**src/rtl/gate_model_bist.sv**
```systemverilog
// BIST wrapper for combinational gate models: an LFSR drives patterns and a MISR
// compacts the responses, then the signature is checked against a golden value.
module gate_model_bist #(
    parameter int              N_IN       = 15,
    parameter int              N_OUT      = 10,
    parameter int              PATTERNS   = 256,
    parameter int              SETTLE_CYC = 1,
    parameter logic [N_IN-1:0]  LFSR_SEED  = 15'h0001,
    parameter logic [N_IN-1:0]  LFSR_TAPS  = 15'h6000,
    parameter logic [N_OUT-1:0] MISR_TAPS  = 10'h240,
    localparam int             CNT_W      = $clog2(PATTERNS + 1)
) (
    input  logic             clk,
    input  logic             reset,
    input  logic             start,
    input  logic             abort,
    input  logic [N_OUT-1:0] expected_sig,
    input  logic [N_OUT-1:0] dut_out,
    output logic [N_IN-1:0]  dut_in,
    output logic             busy,
    output logic             done,
    output logic             pass,
    output logic [N_OUT-1:0] signature,
    output logic [CNT_W-1:0] pattern_cnt
);

    localparam int SET_W = (SETTLE_CYC > 1) ? $clog2(SETTLE_CYC) : 1;
    localparam logic [SET_W-1:0] SET_LAST = SET_W'(SETTLE_CYC - 1);
    localparam logic [CNT_W-1:0] PAT_LAST = CNT_W'(PATTERNS);
    // An all-zero seed would lock the LFSR, so it is replaced by 1.
    localparam logic [N_IN-1:0]  SEED = (LFSR_SEED == '0) ? {{(N_IN-1){1'b0}}, 1'b1} : LFSR_SEED;

    typedef enum logic [1:0] {
        IDLE   = 2'd0,
        APPLY  = 2'd1,
        FINISH = 2'd2
    } state_t;

    state_t             state_q, state_d;
    logic [N_IN-1:0]    lfsr_q, lfsr_d;
    logic [N_OUT-1:0]   misr_q, misr_d;
    logic [CNT_W-1:0]   cnt_q, cnt_d;
    logic [SET_W-1:0]   set_q, set_d;
    logic               pass_q, pass_d;
    logic [CNT_W-1:0]   cnt_inc;
    logic               capture;

    always_ff @(posedge clk) begin
        if (reset) begin
            state_q <= IDLE;
            lfsr_q  <= SEED;
            misr_q  <= '0;
            cnt_q   <= '0;
            set_q   <= '0;
            pass_q  <= 1'b0;
        end else begin
            state_q <= state_d;
            lfsr_q  <= lfsr_d;
            misr_q  <= misr_d;
            cnt_q   <= cnt_d;
            set_q   <= set_d;
            pass_q  <= pass_d;
        end
    end

    assign cnt_inc = cnt_q + CNT_W'(1);
    assign capture = (set_q == SET_LAST);

    always_comb begin
        state_d = state_q;
        lfsr_d  = lfsr_q;
        misr_d  = misr_q;
        cnt_d   = cnt_q;
        set_d   = set_q;
        pass_d  = pass_q;
        case (state_q)
            IDLE: begin
                if (start && !abort) begin
                    lfsr_d  = SEED;
                    misr_d  = '0;
                    cnt_d   = '0;
                    set_d   = '0;
                    pass_d  = 1'b0;
                    state_d = APPLY;
                end
            end
            APPLY: begin
                // Abort wins over a capture falling in the same cycle.
                if (abort) begin
                    set_d   = '0;
                    state_d = IDLE;
                end else if (capture) begin
                    misr_d = {misr_q[N_OUT-2:0], ^(misr_q & MISR_TAPS)} ^ dut_out;
                    lfsr_d = {lfsr_q[N_IN-2:0], ^(lfsr_q & LFSR_TAPS)};
                    cnt_d  = cnt_inc;
                    set_d  = '0;
                    if (cnt_inc == PAT_LAST) begin
                        state_d = FINISH;
                    end
                end else begin
                    set_d = set_q + SET_W'(1);
                end
            end
            FINISH: begin
                pass_d  = (misr_q == expected_sig);
                state_d = IDLE;
            end
            default: begin
                state_d = IDLE;
            end
        endcase
    end

    assign dut_in      = (state_q == APPLY) ? lfsr_q : '0;
    assign busy        = (state_q == APPLY);
    assign done        = (state_q == FINISH);
    assign pass        = pass_q;
    assign signature   = misr_q;
    assign pattern_cnt = cnt_q;

endmodule
```
**config.mk**
```make
export PLATFORM = sky130hd
export DESIGN_NAME = gate_model_bist
export DESIGN_NICKNAME = d
export VERILOG_FILES = /design/src/rtl/gate_model_bist.sv
export SDC_FILE = /design/constraint.sdc
export NUM_CORES = 1
export LEC_CHECK = 0
export BUFFER_PORTS_ARGS = -buffer_cell sky130_fd_sc_hd__buf_2
export CAP_MARGIN = 20
export CORE_MARGIN = 4
export CORE_UTILIZATION = 53
export CTS_BUF_LIST = sky130_fd_sc_hd__clkbuf_4
export DETAILED_ROUTE_END_ITERATION = 6
export GPL_ROUTABILITY_DRIVEN = 1
export PLACE_DENSITY = 0.94
export SYNTH_ARGS = -nofsm -noshare
export SYNTH_HDL_FRONTEND = slang
export SYNTH_SLANG_ARGS = --single-unit
```
**constraint.sdc**
```tcl
create_clock -name clk -period 1.64 [get_ports clk]
set_clock_uncertainty 0.15 [all_clocks]
set_input_delay 0.164 -clock clk [delete_from_list [all_inputs] [get_ports clk]]
set_output_delay 0.164 -clock clk [all_outputs]
set_load 0.01 [all_outputs]
```
==> impl_results.md, run 1 <==
- Slew headroom: 79.8%
- Slew Viols, Final: 0
- Crit Path Max Fanout: 8
- Most frequent cell after synthesis: dfxtp_1
- Num CTS Buffers: 5
- Clk buf depth: 2
- Htree depth: 2
- Post-synth ARST share: 0%
- Total core area: 3470 um^2
- WP data required: 1330 ps
- DR WL/cell: 15.9 um
- Hold Vio Cnt, Final: 0
- Setup crit start kind: register
- Cell leakage power: 1.15 nW
- WS Path Type: reg2out
- Post-Syn Area per Cell: 8.11 um^2
- Worst r2r src: pattern_cnt[3]
- PnR worst setup slack: -15.1 ps
- CP endpoint kind: output port
- Synth area leaders: dfxtp_1 37%, xnor2_1 7.1%, a21oi_1 6.8%, nand2_1 6.4%, buf_4 5.3%
- Hold path cells: 3
- Crit Reg-Reg Endpoint: state_q[1]
- CTS Root Cell: clkbuf_4
- Post-DR vias/cell: 5.70
- Die W: 69.2 um
- Die footprint: 4790 um^2
- Detailed-route DRC error count: 0
- Yosys reg bits: 37
- Via count: 2,056
- Hold/Removal Path Class: in2reg
- Clk_lat worst skew: 350 ps
- Initial core utilization: 57.3%
- Status: finished with violations
- Diode count: 0
- Main flop type after synthesis: dfxtp_1
- Critical Path Max Stage Delay: 360 ps
- Syn_nets: 270
- Final wirelength: 5.74 mm
- Final Util: 79.6%
- Mapped Area: 1990 um^2
- Total GRT Usage: 20.3%
- Failing checks: negative setup slack
- I/O Pins: 61
- Crit path cell chain: nand2b_4 -> inv_6 -> clkbuf_16 -> and2_4 -> buf_6
- Reg clk slew, reported paths: 120 ps
- Sequential fraction of the synthesis area: 37.3%
- Worst slack, placed: 2.67 ps
- Placed cells: 346
- Post-route minimum period: 1660 ps
- Switching Fraction: 22.9%
- GP Congestion: 0.885
- Final period utilization: 101%
- Hold path start: expected_sig[3]
- Post-route ant nets: 0
- CP bufs+invs: 3
- First-pass GRT wire length: 8.18 mm
- Reg2reg path depth: 4
- Initial antenna violation count: 0
- Share of layout cells above drive strength 1: 41.0%
- Power per Cell Area: 697 nW/um^2
- Max rail drop VDD: 0.485 mV
- Share of the synthesized area in the top cell type: 37.3%
- Area delta synth->final: 38.9%
- Row count: 21
- Yosys cell types: 42
- Port buffer count: 60
- Combinational share of power: 11.5%
- TritonCTS clock tree: built
- Starting DRT DRC Count: 155
- Number of max-cap violations: 0
- Synth warn: 0
- Seq pwr share: 47.7%
- Slew of the pin with the lowest slew margin: 303 ps
- Placed wire-length estimate: 3.69 mm
- Pint: 1.48 mW
- Critical Path Start: state_q[1]
- Cell count after synthesis: 245
- Cell taking the most area after synthesis: dfxtp_1
- Die Height: 69.2 um
- Setup slack, reg-to-reg: 50 ps
- RSZ-0062 raised after global routing: yes
- Number of flops mapped to enable cells by yosys: 0
- Fmax: 0.604 GHz
- Pin count of the biggest net entering global routing: 26
- P_sw: 0.440 mW
- Clock power share: 40.9%
- Top cells by count, synth: 37 x dfxtp_1, 34 x nand2_1, 27 x a21oi_1
- NumNets Final: 339
- Final setup fails: 6
- Worst path slowest cell: dfxtp_4
- Post-route insts no fill: 361
- Crit-path leading delay family: flip-flops
- Vias in the first global route: 1,818
- Hold Path Sink: pass
- GRT overflow: 0
- TritonRoute pass-1 iters: 4
- Crit path DAT: 1340 ps
- Sink Count: 37
-- stage by stage --
stage          hold slack [ps]  total power [mW]  area [um^2]  TNS, ps
2_1_floorplan              192              1.04         1990        0
3_3_place_gp               288              1.12         2360        0
3_5_place_dp               293              1.13         2360        0
4_1_cts                   33.4              1.90         2500        0
5_1_grt                   28.2              1.99         2760     -539
6_report                  49.4              1.92         2760    -36.8
-- worst register-to-register path, cell delays in order, from the launching register on --
cell and delay [ps]:
dfxtp_1 380, nand4_1 170, nor2_2 240, o21ai_0 170, a2111oi_2 380
-- placed cells by master, fill, tap and decap left out, types with 2 or more instances in the layout --
cell,instances
a21oi_1,27
a22oi_1,3
a311oi_1,6
a41oi_1,2
and2_4,16
and3_1,2
buf_2,45
buf_4,23
buf_6,18
bufinv_16,2
clkbuf_16,2
clkbuf_4,5
dfxtp_1,33
dfxtp_2,2
dfxtp_4,2
nand2_1,32
nand2_2,2
nand2b_1,2
nand3_1,2
nand4_1,3
nand4b_1,2
nor2_1,16
nor3_1,2
nor4_1,8
o21ai_0,8
xnor2_1,16
xor2_1,7
-- layout make-up --
type	instances	area, um^2
inverters	2	12.5
multi-input cells	178	1160
fillers	222	708
repair buffers	90	681
clock inverters	3	65.1
well taps	46	57.6
clock buffers	5	37.5
flip-flops and latches	37	751
-- worst max path at each step --
stage                          end  slack [ps]  depth (start not counted)
floorplan               state_q[1]          70                          4
global placement        state_q[1]          80                          5
detailed placement      state_q[1]           3                          5
CTS                 pattern_cnt[6]           2                          5
global route             dut_in[5]         -60                          5
finish                   dut_in[5]         -20                          5
-- kinds of logic (layout without fill, tap and decap cells) --
group	count (synthesis)	after routing	synth area share (%)
buf+inv	30	100	8.88
fa+ha+maj	1	1	0.630
compound gates	56	56	17.7
simple gates	97	97	24.9
mux	1	1	0.504
xor+xnor	23	23	10.1
flops	37	37	37.3
-- power by group through the flow --
stage | logic, mW | registers, mW | clock network [mW]
after floorplan | 0.101 | 0.940 | 0
after global placement | 0.185 | 0.937 | 0
after detailed placement | 0.190 | 0.937 | 0
after CTS | 0.194 | 0.917 | 0.791
after global routing | 0.237 | 0.918 | 0.833
final | 0.221 | 0.916 | 0.786
-- registers in the layout, summed over array words and instances (netlist names) --
| name | flops |
|---|---|
| lfsr_q | 15 |
| signature | 10 |
| pattern_cnt | 9 |
| state_q | 2 |
| pass | 1 |
-- per-layer routing --
layer	GRT usage, %	vias up	share of wire, %
met3	6.52	15	8.1
met1	24.7	965	40
met2	33.7	101	50
met4	6.72	0	2.0
met5	0	-	0
li1	-	975	-
-- timing repair --
item | 4_1_cts | 5_1_grt
gates resized for setup | 7 | 45
pin swaps | 0 | 11
endpoints found under the setup margin | 17 | 45
gates cloned | 0 | 2
hold buffers | 1 | 0
hold endpoints to repair | 1 | 0
buffers inserted | 1 | 3
Power figures use the tool's default switching activity.
==> inputs of run 2 (changes only) <==
- CELL_PAD_IN_SITES_DETAIL_PLACEMENT: unset -> 1
- CELL_PAD_IN_SITES_GLOBAL_PLACEMENT: unset -> 2
- CORE_UTILIZATION: 53 -> 30
==> impl_results.md, run 2 (synthesized netlist as in run 1, its figures left out) <==
- Status: finished with violations
- Failing checks: negative setup slack
- CTS Root Cell: clkbuf_4
- Final wirelength: 6.16 mm
- Largest register by flop count: lfsr_q
- Hold Vio Cnt, Final: 0
- Clk_lat worst skew: 350 ps
- Final Cell Area: 2780 um^2
- Number of max-cap violations: 0
- Crit Path Max Fanout: 5
- Setup crit start kind: register
- Slew Viols, Final: 0
- TritonCTS clock tree: built
- Filler cell count: 778
- GP Congestion: 0.826
- Post-route ant nets: 0
- I/O Pins: 61
- Reg clk slew, reported paths: 120 ps
- Total power after layout: 1.77 mW
- Diode count: 0
- Worst path slowest cell: a2111oi_2
- Placed wire-length estimate: 4.17 mm
- Crit path cell chain: nand3_1 -> nor2_2 -> or2_2 -> a2111oi_2
- Vias in the first global route: 1,947
- Sink Count: 37
- TritonRoute pass-1 iters: 4
- Final setup fails: 1
- Pin count of the biggest net entering global routing: 38
- Final Util: 43.5%
- Cell leakage power: 1.14 nW
- Die footprint: 7990 um^2
- WS Path Type: reg2reg
- Max rail drop VDD: 0.493 mV
- Hold/Removal Path Class: in2reg
- WP data required: 1710 ps
- Final period utilization: 101%
- Slew headroom: 71.9%
- NumNets Final: 337
- Hold Worst Slack: 45.4 ps
- Initial antenna violation count: 0
- Power per Cell Area: 640 nW/um^2
- Via count: 1,967
- Num CTS Buffers: 5
- Clk buf depth: 2
- Post-DR vias/cell: 5.04
- Die Height: 89.4 um
- RSZ-0062 raised after global routing: yes
- FF/Latch Area: 751 um^2
- Total core area: 6390 um^2
- Post-route minimum period: 1660 ps
- Row count: 29
- Die W: 89.4 um
- Most common cell after layout, fill and taps aside: buf_2
- Initial core utilization: 31.1%
- Max reg flops: 15
- Fmax: 0.603 GHz
- Multi-input gate area: 1180 um^2
- Starting DRT DRC Count: 83
- DR WL/cell: 15.8 um
- Slew of the pin with the lowest slew margin: 422 ps
- Crit path DAT: 1720 ps
- First-pass GRT wire length: 9.28 mm
- CP endpoint kind: register
- CP bufs+invs: 0
- PnR worst setup slack: -17.6 ps
- Htree depth: 2
- Detailed-route DRC error count: 0
- Port buffer count: 60
- Post-DP Area: 2390 um^2
- Total GRT Usage: 14.9%
- Most frequent cells in the layout: 45 x buf_2, 33 x nand2_1, 33 x dfxtp_1
- Critical Path Max Stage Delay: 440 ps
- Area delta synth->final: 39.7%
- GRT overflow: 0
- Crit-path leading delay family: simple AND/OR/NAND/NOR gates
- Share of layout cells above drive strength 1: 40.6%
run 2: timing repair:
item | 4_1_cts | 5_1_grt
gates cloned | 0 | 1
hold buffers | 2 | 0
endpoints found under the hold margin | 1 | 0
endpoints found under the setup margin | 17 | 36
resized for setup | 11 | 44
pin swaps | 1 | 7
buffers inserted | 2 | 3
run 2: per-stage QoR:
| stage | instances | TNS, ps | setup slack [ps] |
|---|---|---|---|
| floorplan | 245 | 0 | 68.9 |
| global route | 390 | -437 | -66.6 |
| finish | 390 | -17.6 | -17.6 |
| detailed placement | 374 | -17.4 | -17.4 |
| global placement | 374 | 0 | 77.8 |
| CTS | 386 | -50.7 | -12.6 |
run 2: per-layer routing:
metal  up-vias  track usage (%)  part of all wire (%)
met1       920             18.7                    44
met3        13             3.87                   5.9
met5         -                0                     0
met4         0             6.63                   2.1
li1        971                -                     -
met2        63             24.1                    48
run 2: final cells by class:
cell class	instances	area share, %
clock inverter	2	1.22
inverter	2	0.361
multi-input combinational	178	42.4
clock buffer	6	1.62
sequential	37	27.1
timing repair buffer	88	23.9
tap	77	3.47
run 2: worst paths after layout:
kind	startpoint	end	slack [ps]	cells past startpoint
worst max-delay path	pattern_cnt[1]	state_q[1]	-20	4
worst min-delay path	dut_out[1]	signature[1]	50	4
worst max register to register	pattern_cnt[1]	state_q[1]	-20	4
worst min register to register	lfsr_q[11]	lfsr_q[11]	310	2
run 2: power breakdown:
part           leakage (nW)  switching, mW  internal, mW
clock network        0.0433          0.305         0.334
registers             0.301         0.0124         0.905
logic                 0.791          0.116         0.102
run 2: worst reg2reg max path, stage by stage (launching register included):
cell and delay, ps:
dfxtp_2 370, nand3_1 140, nor2_2 90, or2_2 330, a2111oi_2 440
==> inputs of run 3 (changes only) <==
- ABC_AREA: unset -> 1
- CORE_UTILIZATION: 30 -> 28
- GPL_TIMING_DRIVEN: unset -> 0
==> impl_results.md, run 3 <==
- Hold Vio Cnt, Final: 0
- Power per Cell Area: 710 nW/um^2
- Number of flops mapped to enable cells by yosys: 0
- WS Path Type: reg2out
- Slew headroom: 64.6%
- Htree depth: 2
- TritonCTS clock tree: built
- Crit path DAT: 1320 ps
- CTS Root Cell: clkbuf_4
- Share of layout cells above drive strength 1: 33.8%
- Die footprint: 8460 um^2
- Reg clk slew, reported paths: 130 ps
- DR WL/cell: 13.7 um
- Sink Count: 37
- RSZ-0062 raised after global routing: yes
- Share of the synthesized area in the top cell type: 37.5%
- Initial core utilization: 28.9%
- Post-synth ARST share: 0%
- Most common cell after layout, fill and taps aside: buf_2
- Placed wire-length estimate: 4.46 mm
- Post-route minimum period: 1630 ps
- Synth warn: 0
- Final Util: 42.0%
- Sequential fraction of the synthesis area: 37.5%
- Final period utilization: 99.4%
- Fmax: 0.614 GHz
- Most frequent cells in the layout: 50 x buf_2, 46 x nand2_1, 44 x a21oi_1
- Hold Worst Slack: 96.6 ps
- Diode count: 0
- Total GRT Usage: 15.2%
- Via count: 2,111
- Syn_nets: 315
- Die W: 92 um
- Status: complete, no violations
- Number of max-cap violations: 0
- Die Height: 92 um
- Post-route insts no fill: 460
- Total core area: 6830 um^2
- I/O Pins: 61
- Port buffer count: 60
- Row count: 30
- NumNets Final: 388
- Pin count of the biggest net entering global routing: 12
- Final wirelength: 6.29 mm
- GRT overflow: 0
- Cell leakage power: 1.21 nW
- Post-route ant nets: 0
- Vias in the first global route: 2,177
- Yosys cell types: 24
- Most frequent cell after synthesis: nand2_1
- Final setup fails: 0
- Cell count after synthesis: 290
- First-pass GRT wire length: 10.4 mm
- Hold/Removal Path Class: in2reg
- TritonRoute pass-1 iters: 4
- Initial antenna violation count: 0
- Post-DR vias/cell: 4.59
- Yosys reg bits: 37
- GP Congestion: 0.716
- Main flop type after synthesis: dfxtp_1
- Clk buf depth: 2
- Synth area leaders: dfxtp_1 37%, a21oi_1 11%, o21ai_0 8.9%, nand2_1 8.7%, inv_1 6.6%
- Starting DRT DRC Count: 81
- Setup crit start kind: register
- Crit Path Max Fanout: 7
- Max rail drop VDD: 0.285 mV
- Placed cells: 446
- Post-Syn Area per Cell: 6.81 um^2
- Cell taking the most area after synthesis: dfxtp_1
- Detailed-route DRC error count: 0
- Clk_lat worst skew: 360 ps
- Top cells by count, synth: 46 x nand2_1, 44 x a21oi_1, 37 x dfxtp_1
- Slew Viols, Final: 0
- Max reg flops: 15
- WP data required: 1330 ps
- Area delta synth->final: 45.1%
- Largest register by flop count: lfsr_q
- Mapped Area: 1980 um^2
- Slew of the pin with the lowest slew margin: 531 ps
- Num CTS Buffers: 5
- CP endpoint kind: output port
- Filler cell count: 889
## run 3: critical path: stages (launching register included)
cell	delay, ps
dfxtp_2	380
nor2_8	150
inv_8	60
buf_12	140
nor2_4	100
buf_6	110
## run 3: repair_timing
item	in CTS	in global routing
buffers inserted	7	2
endpoints found under the hold margin	11	0
gates resized for setup	66	13
cloned	1	0
hold buffers	10	0
endpoints found under the setup margin	18	23
pin swaps	5	5
## run 3: metrics by stage
step	setup TNS, ps	total power [mW]	worst slack (ps)	cell area, um^2
2_1_floorplan	0	1.19	71.5	1980
3_3_place_gp	-72.8	1.30	-72.8	2400
3_5_place_dp	-253	1.31	-174	2400
4_1_cts	-250	2.05	-43.4	2810
5_1_grt	-549	2.13	-54.9	2870
6_report	0	2.04	10.6	2870
## run 3: path summary, 6_finish.rpt
kind,startpoint,endpoint,slack [ps],cells after the start
setup reg to reg,pattern_cnt[0],state_q[0],80,10
setup / recovery,state_q[1],dut_in[3],10,5
hold / removal,expected_sig[8],pass,100,6
hold reg to reg,pass,pass,360,2
## run 3: layout make-up
type,count,area [um^2],share of cell area [%]
Inverter,38,153,5.33
Multi-Input combinational cell,189,1070,37.4
Clock buffer,6,45.0,1.57
Timing Repair Buffer,80,593,20.7
Buffer,12,95.1,3.32
Tap cell,96,120,4.19
Sequential cell,37,756,26.4
Clock inverter,2,33.8,1.18
## run 3: cells by family after synthesis
family	after synthesis	synth area share, %
AOI/OAI and AO/OA	83	21.6
xor gates and xnor gates	8	3.55
adders and majority gates	1	0.633
DFF	37	37.5
and+or+nand+nor	97	20.7
buffers and inverters	64	16.0
## run 3: layer usage
layer  up-vias  part of all wire, %  track usage, %
li1       1066                    -               -
met1       993                   44            18.1
met2        45                   50            26.5
met3         7                  4.6            4.35
met4         0                  1.1            4.08
met5         -                    0               0
## run 3: power breakdown
group / switching, mW / total (mW) / internal, mW
logic: 0.223 / 0.396 / 0.173
registers: 0.0355 / 0.982 / 0.946
clock network: 0.325 / 0.659 / 0.334
